--- src/rtl/fetch_stage_pkg.sv ---
// Shared fetch-side definitions: widths, boot address, NOP encoding
// and the fetch FSM state encoding.
package fetch_stage_pkg;

    localparam int          WORD_SIZE = 32;
    localparam logic [31:0] BOOT_ADDR = 32'h0000_1000;
    localparam logic [31:0] NOP_INSTR = 32'h0000_0013;
    localparam int          PC_INC    = 4;

    typedef enum logic [1:0] {
        FETCH    = 2'd0,
        WAIT_MEM = 2'd1,
        HOLD     = 2'd2,
        KILL     = 2'd3
    } fetch_state_t;

endpackage

--- src/rtl/fetch_stage_fd_reg.sv ---
// F/D pipeline register shared by fetch_stage and decode_stage.
// Priority: flush, then load, then hold; otherwise a bubble is inserted.
module fd_pipeline_reg
    import fetch_stage_pkg::*;
#(
    parameter int W = WORD_SIZE
) (
    input  logic         clk,
    input  logic         rst,
    input  logic         load,
    input  logic         hold,
    input  logic         flush,
    input  logic [W-1:0] instr_in,
    input  logic [W-1:0] pc_in,
    output logic [W-1:0] instruction,
    output logic [W-1:0] pc_out,
    output logic         valid
);

    always_ff @(posedge clk or negedge rst) begin
        if (!rst) begin
            instruction <= W'(NOP_INSTR);
            pc_out      <= '0;
            valid       <= 1'b0;
        end else if (flush) begin
            instruction <= W'(NOP_INSTR);
            valid       <= 1'b0;
        end else if (load) begin
            instruction <= instr_in;
            pc_out      <= pc_in;
            valid       <= 1'b1;
        end else if (!hold) begin
            valid       <= 1'b0;
        end
    end

endmodule

--- src/rtl/fetch_stage.sv ---
// Fetch stage: PC, icache request/ready handshake, stall hold buffer
// and jump redirect, feeding the F/D register.
module fetch_stage
    import fetch_stage_pkg::*;
#(
    parameter int                   WORD_SIZE = fetch_stage_pkg::WORD_SIZE,
    parameter logic [WORD_SIZE-1:0] BOOT_ADDR = WORD_SIZE'(fetch_stage_pkg::BOOT_ADDR),
    parameter int                   PC_INC    = fetch_stage_pkg::PC_INC
) (
    input  logic                 clk,
    input  logic                 rst,
    input  logic                 stall_in,
    input  logic                 jump_taken,
    input  logic [WORD_SIZE-1:0] jump_target,
    output logic                 icache_req,
    output logic [WORD_SIZE-1:0] icache_addr,
    input  logic                 icache_ready,
    input  logic [WORD_SIZE-1:0] icache_data,
    output logic [WORD_SIZE-1:0] instruction,
    output logic [WORD_SIZE-1:0] pc_out,
    output logic                 valid
);

    localparam int AW = WORD_SIZE - 2;

    fetch_state_t state_q, state_d;
    logic [AW-1:0] pc_q, pc_d;
    logic [AW-1:0] tgt_q, tgt_d;
    logic [WORD_SIZE-1:0] hb_data_q, hb_data_d;
    logic [AW-1:0] hb_pc_q, hb_pc_d;
    logic hb_valid_q, hb_valid_d;

    logic [WORD_SIZE-1:0] pc;
    logic [WORD_SIZE-1:0] pc_inc;
    logic fd_load, fd_hold, fd_flush;
    logic [WORD_SIZE-1:0] fd_instr, fd_pc;
    logic unused_bits;

    assign pc          = {pc_q, 2'b00};
    assign pc_inc      = pc + WORD_SIZE'(PC_INC);
    assign icache_addr = pc;
    assign unused_bits = ^{jump_target[1:0], pc_inc[1:0]};

    // No request while in reset, in HOLD, or in FETCH under stall.
    assign icache_req = rst &&
        ((state_q == WAIT_MEM) || (state_q == KILL) ||
         (state_q == FETCH && !stall_in));

    always_ff @(posedge clk or negedge rst) begin
        if (!rst) begin
            state_q    <= FETCH;
            pc_q       <= BOOT_ADDR[WORD_SIZE-1:2];
            tgt_q      <= '0;
            hb_data_q  <= '0;
            hb_pc_q    <= '0;
            hb_valid_q <= 1'b0;
        end else begin
            state_q    <= state_d;
            pc_q       <= pc_d;
            tgt_q      <= tgt_d;
            hb_data_q  <= hb_data_d;
            hb_pc_q    <= hb_pc_d;
            hb_valid_q <= hb_valid_d;
        end
    end

    always_comb begin
        state_d    = state_q;
        pc_d       = pc_q;
        tgt_d      = tgt_q;
        hb_data_d  = hb_data_q;
        hb_pc_d    = hb_pc_q;
        hb_valid_d = hb_valid_q;
        fd_load    = 1'b0;
        fd_hold    = 1'b0;
        fd_flush   = 1'b0;
        fd_instr   = icache_data;
        fd_pc      = pc;
        if (jump_taken) begin
            fd_flush   = 1'b1;
            hb_valid_d = 1'b0;
            case (state_q)
                // Outstanding miss must drain before redirecting.
                WAIT_MEM: begin
                    tgt_d   = jump_target[WORD_SIZE-1:2];
                    state_d = KILL;
                end
                KILL: begin
                    tgt_d = jump_target[WORD_SIZE-1:2];
                    if (icache_ready) begin
                        pc_d    = jump_target[WORD_SIZE-1:2];
                        state_d = FETCH;
                    end
                end
                default: begin
                    pc_d    = jump_target[WORD_SIZE-1:2];
                    state_d = FETCH;
                end
            endcase
        end else begin
            case (state_q)
                FETCH: begin
                    if (stall_in) begin
                        fd_hold = 1'b1;
                    end else if (icache_ready) begin
                        fd_load = 1'b1;
                        pc_d    = pc_inc[WORD_SIZE-1:2];
                    end else begin
                        state_d = WAIT_MEM;
                    end
                end
                WAIT_MEM: begin
                    fd_hold = stall_in;
                    if (icache_ready) begin
                        pc_d = pc_inc[WORD_SIZE-1:2];
                        if (stall_in) begin
                            hb_data_d  = icache_data;
                            hb_pc_d    = pc_q;
                            hb_valid_d = 1'b1;
                            state_d    = HOLD;
                        end else begin
                            fd_load = 1'b1;
                            state_d = FETCH;
                        end
                    end
                end
                HOLD: begin
                    if (stall_in) begin
                        fd_hold = 1'b1;
                    end else begin
                        fd_load    = hb_valid_q;
                        fd_instr   = hb_data_q;
                        fd_pc      = {hb_pc_q, 2'b00};
                        hb_valid_d = 1'b0;
                        state_d    = FETCH;
                    end
                end
                default: begin
                    fd_hold = stall_in;
                    if (icache_ready) begin
                        pc_d    = tgt_q;
                        state_d = FETCH;
                    end
                end
            endcase
        end
    end

    fd_pipeline_reg #(
        .W (WORD_SIZE)
    ) u_fd_reg (
        .clk         (clk),
        .rst         (rst),
        .load        (fd_load),
        .hold        (fd_hold),
        .flush       (fd_flush),
        .instr_in    (fd_instr),
        .pc_in       (fd_pc),
        .instruction (instruction),
        .pc_out      (pc_out),
        .valid       (valid)
    );

endmodule

--- config.mk ---
export PLATFORM = sky130hd
export DESIGN_NAME = fetch_stage
export DESIGN_NICKNAME = d
export VERILOG_FILES = /design/src/rtl/fetch_stage_pkg.sv /design/src/rtl/fetch_stage_fd_reg.sv /design/src/rtl/fetch_stage.sv
export SDC_FILE = /design/constraint.sdc
export NUM_CORES = 1
export LEC_CHECK = 0
export BUFFER_PORTS_ARGS = -buffer_cell sky130_fd_sc_hd__buf_4
export CORE_MARGIN = 2
export CORE_UTILIZATION = 40
export CTS_BUF_LIST = sky130_fd_sc_hd__clkbuf_16
export DETAILED_ROUTE_END_ITERATION = 10
export SKIP_CTS_REPAIR_TIMING = 1
export SYNTH_ARGS = -nofsm -noshare
export SYNTH_HDL_FRONTEND = slang
export SYNTH_SLANG_ARGS = --single-unit
--- constraint.sdc ---
create_clock -name clk -period 2.49 [get_ports clk]
set_input_delay 0.3735 -clock clk [delete_from_list [all_inputs] [get_ports clk]]
set_output_delay 0.3735 -clock clk [all_outputs]
set_load 0.03 [all_outputs]
==> out/results.ini <==
[clock_tree]
ctsHtreeMaxLevel = 4
clock_latency_ps = 440
cts_buffer_depth = 2
clk_pin_slew_ps = 80
cts_buffers = 17
cts_tree = done
cts_sinks = 188
cts_root_buffer = clkbuf_16

[grt]
grt_max_degree = 82
overflow = 0
grtUsageTotal_pct = 19.9
grt_pass1_wl_mm = 35.3
antenna_found_initial = 0
grt_pass1_vias = 6480

[flow_run]
maxCapViolations = 0

[critical_path]
critPathRequiredTime_ps = 2820
worstRegToRegCells = 5
path_max_fanout = 11
end_kind = register
start_kind = register
critical_path_class = register to register
arrival_ps = 2500

[routing]
drt_first_pass_iters = 5
wl_mm = 22.4
via_per_inst = 5.32
drt-initial-drc-count = 341
postRouteAntennaNets = 0
vias = 6753
drc_errors = 0
wl_per_cell_um = 17.7

[synth]
yosysSeqAreaShare_pct = 54.1
syn_inst = 828
synth_seq_cells = 188
syn_area_per_cell_um2 = 10.5
ys_async_sr_fraction_pct = 100
syn_area_mm2 = 0.00871
synth-edff-count = 0
ys_warn_count = 0
yosys_most_used_dff = dfrtp_1
synthDistinctLibCells = 59

[min_path]
hold_depth = 2
hp-class = input port to register

[cells_and_area]
post_route_cells_drive_above_1_share_pct = 34.2
area_growth_syn_to_layout_pct = 25.0
finalNonFillerCells = 1269
layout.nets = 1051
num_antenna_cells = 0
fin_area_mm2 = 0.0109

[pwr]
ir_worst_vdd_mv = 0.610
power_leakage_nw = 4.83
power_density_mw_per_mm2 = 1110

[placed_design]
io_buffers = 160
hpwl_mm = 15.4
place_area_mm2 = 0.0103
finalWeightedCongestion = 0.801
dp_cells = 1236

[outcome]
status = complete, no violations

[die]
initial_core_util_pct = 41.0
io_pins = 167
die_area_mm2 = 0.0230
die_h_um = 152
core_mm2 = 0.0212
row_count = 53
dieWidth_um = 152

[timing]
grt_setup_unrepaired = no
max_freq_ghz = 0.460
finalSetupViolations = 0
relSlewSlack_pct = 57.4
slew_viol_final = 0
min_period_ps = 2180
finalSetupTns_ps = 0
fin_crit_sh_pct = 87.4
worst_slew_pin_slew_ps = 639
hold_violations = 0
skew_ps = 12.4

-- Yosys cell counts, drive strengths merged (2+ instances only) --
| master | instances | area [µm²] |
|---|---|---|
| clkbuf | 38 | 144 |
| buf | 31 | 168 |
| nand2 | 124 | 468 |
| nor4 | 5 | 76.3 |
| a31oi | 34 | 213 |
| and3 | 9 | 56.3 |
| xnor2 | 5 | 43.8 |
| a22oi | 31 | 233 |
| and4 | 2 | 17.5 |
| clkinv | 2 | 7.51 |
| a221oi | 7 | 61.3 |
| a32oi | 2 | 17.5 |
| a2111oi | 2 | 23.8 |
| dfrtp | 184 | 4600 |
| and2 | 4 | 25.0 |
| nand3 | 11 | 55.1 |
| nor2 | 66 | 248 |
| o21ai | 59 | 295 |
| nand2b | 6 | 37.5 |
| dfstp | 4 | 105 |
| a21oi | 21 | 105 |
| o22ai | 10 | 62.6 |
| nor3 | 11 | 55.1 |
| mux2i | 7 | 70.1 |
| o211ai | 5 | 37.5 |
| o31a | 3 | 26.3 |
| o31ai | 4 | 30.0 |
| xor2 | 13 | 114 |
| nand4 | 12 | 96.3 |
| inv | 4 | 15.0 |
| mux2 | 92 | 1040 |
| a211oi | 3 | 22.5 |
-- worst max-delay path, cell delays in order (launching register included) --
cell and delay [ps]:
dfrtp_1 480, nand4_2 380, nor4_4 510, nand3_1 140, xor2_1 180, a2111oi_2 370
-- placed cells by master, fill, tap and decap left out, types with 3 or more instances in the layout --
cell	count
o21ai_0	58
xnor2_1	5
a21oi_1	20
conb_1	4
a211oi_1	3
dfrtp_1	184
clkinv_8	3
nand3_1	11
o31a_1	3
a31oi_1	34
inv_1	4
nor4_4	3
and3_1	8
mux2i_1	7
inv_6	4
a221oi_1	7
mux2_2	92
nand4_1	10
nand2b_1	6
dfstp_2	4
nand2_1	123
nor3_1	10
a22oi_1	31
buf_4	196
o22ai_1	10
nor2_1	64
clkinv_4	4
o211ai_1	5
clkbuf_16	17
o31ai_1	4
xor2_1	13
-- state kept, by name, indices dropped and copies added (netlist names) --
signal and cells:
hb_data_q 32, u_fd_reg.pc_out 30, u_fd_reg.instruction 32, pc_q 30, u_fd_reg.valid 1, state_q 2, hb_valid_q 1, tgt_q 30
hb_pc_q 30
-- where the power goes --
group	leakage (nW)	internal (mW)	switching (mW)
sequential	2.26	4.24	0.854
combinational	2.29	1.88	2.42
clock	0.277	1.34	1.34
total	4.83	7.46	4.62
-- metal layers --
layer	vias up	global-route usage [%]	wire [µm]	part of all wire, %
met5	-	0	0	0
met4	0	6.02	376	1.7
met3	24	3.68	1020	4.6
met2	160	31.9	10500	47
met1	3312	27.6	10600	47
li1	3257	-	-	-
-- final timing paths --
kind                                                 startpoint                                    to  slack, ps
setup / recovery                            pc_q[6]$_DFFE_PN0P_                  pc_q[20]$_DFFE_PN0P_        310
hold / removal                                   jump_target[6]                  tgt_q[4]$_DFFE_PN0P_        170
setup reg to reg                            pc_q[6]$_DFFE_PN0P_                  pc_q[20]$_DFFE_PN0P_        310
hold reg to reg            u_fd_reg.instruction[29]$_DFFE_PN0P_  u_fd_reg.instruction[29]$_DFFE_PN0P_        480
max in group asynchronous                                   rst  u_fd_reg.instruction[31]$_DFFE_PN0P_       1220
min in group asynchronous                                   rst                  pc_q[17]$_DFFE_PN0P_        360
-- cell type report --
type / instances / area, µm²
sequential: 188 / 4710
clock inverter: 15 / 156
timing repair buffer: 200 / 1540
clock buffer: 17 / 425
inverter: 6 / 22.5
tap: 275 / 344
multi-input combinational: 568 / 3700
fill: 1986 / 10300
-- through the flow --
step	util (%)	hold slack (ps)	worst slack (ps)	total power [mW]
4_1_cts	51.3	-204	309	12.2
5_1_grt	51.3	159	166	12.8
3_3_place_gp	48.5	262	405	9.37
6_report	51.3	169	314	12.1
3_5_place_dp	48.5	265	341	9.49
2_1_floorplan	-	77.9	368	7.83
-- cells by family after synthesis --
logic type	synth area share [%]
mux	12.7
xor+xnor	1.81
other cells	0.0430
fa+ha+maj	0.144
buf+inv	3.84
compound gates	13.9
flops	54.1
simple gates	13.5
Note: power is estimated with default switching activity, not from simulation.
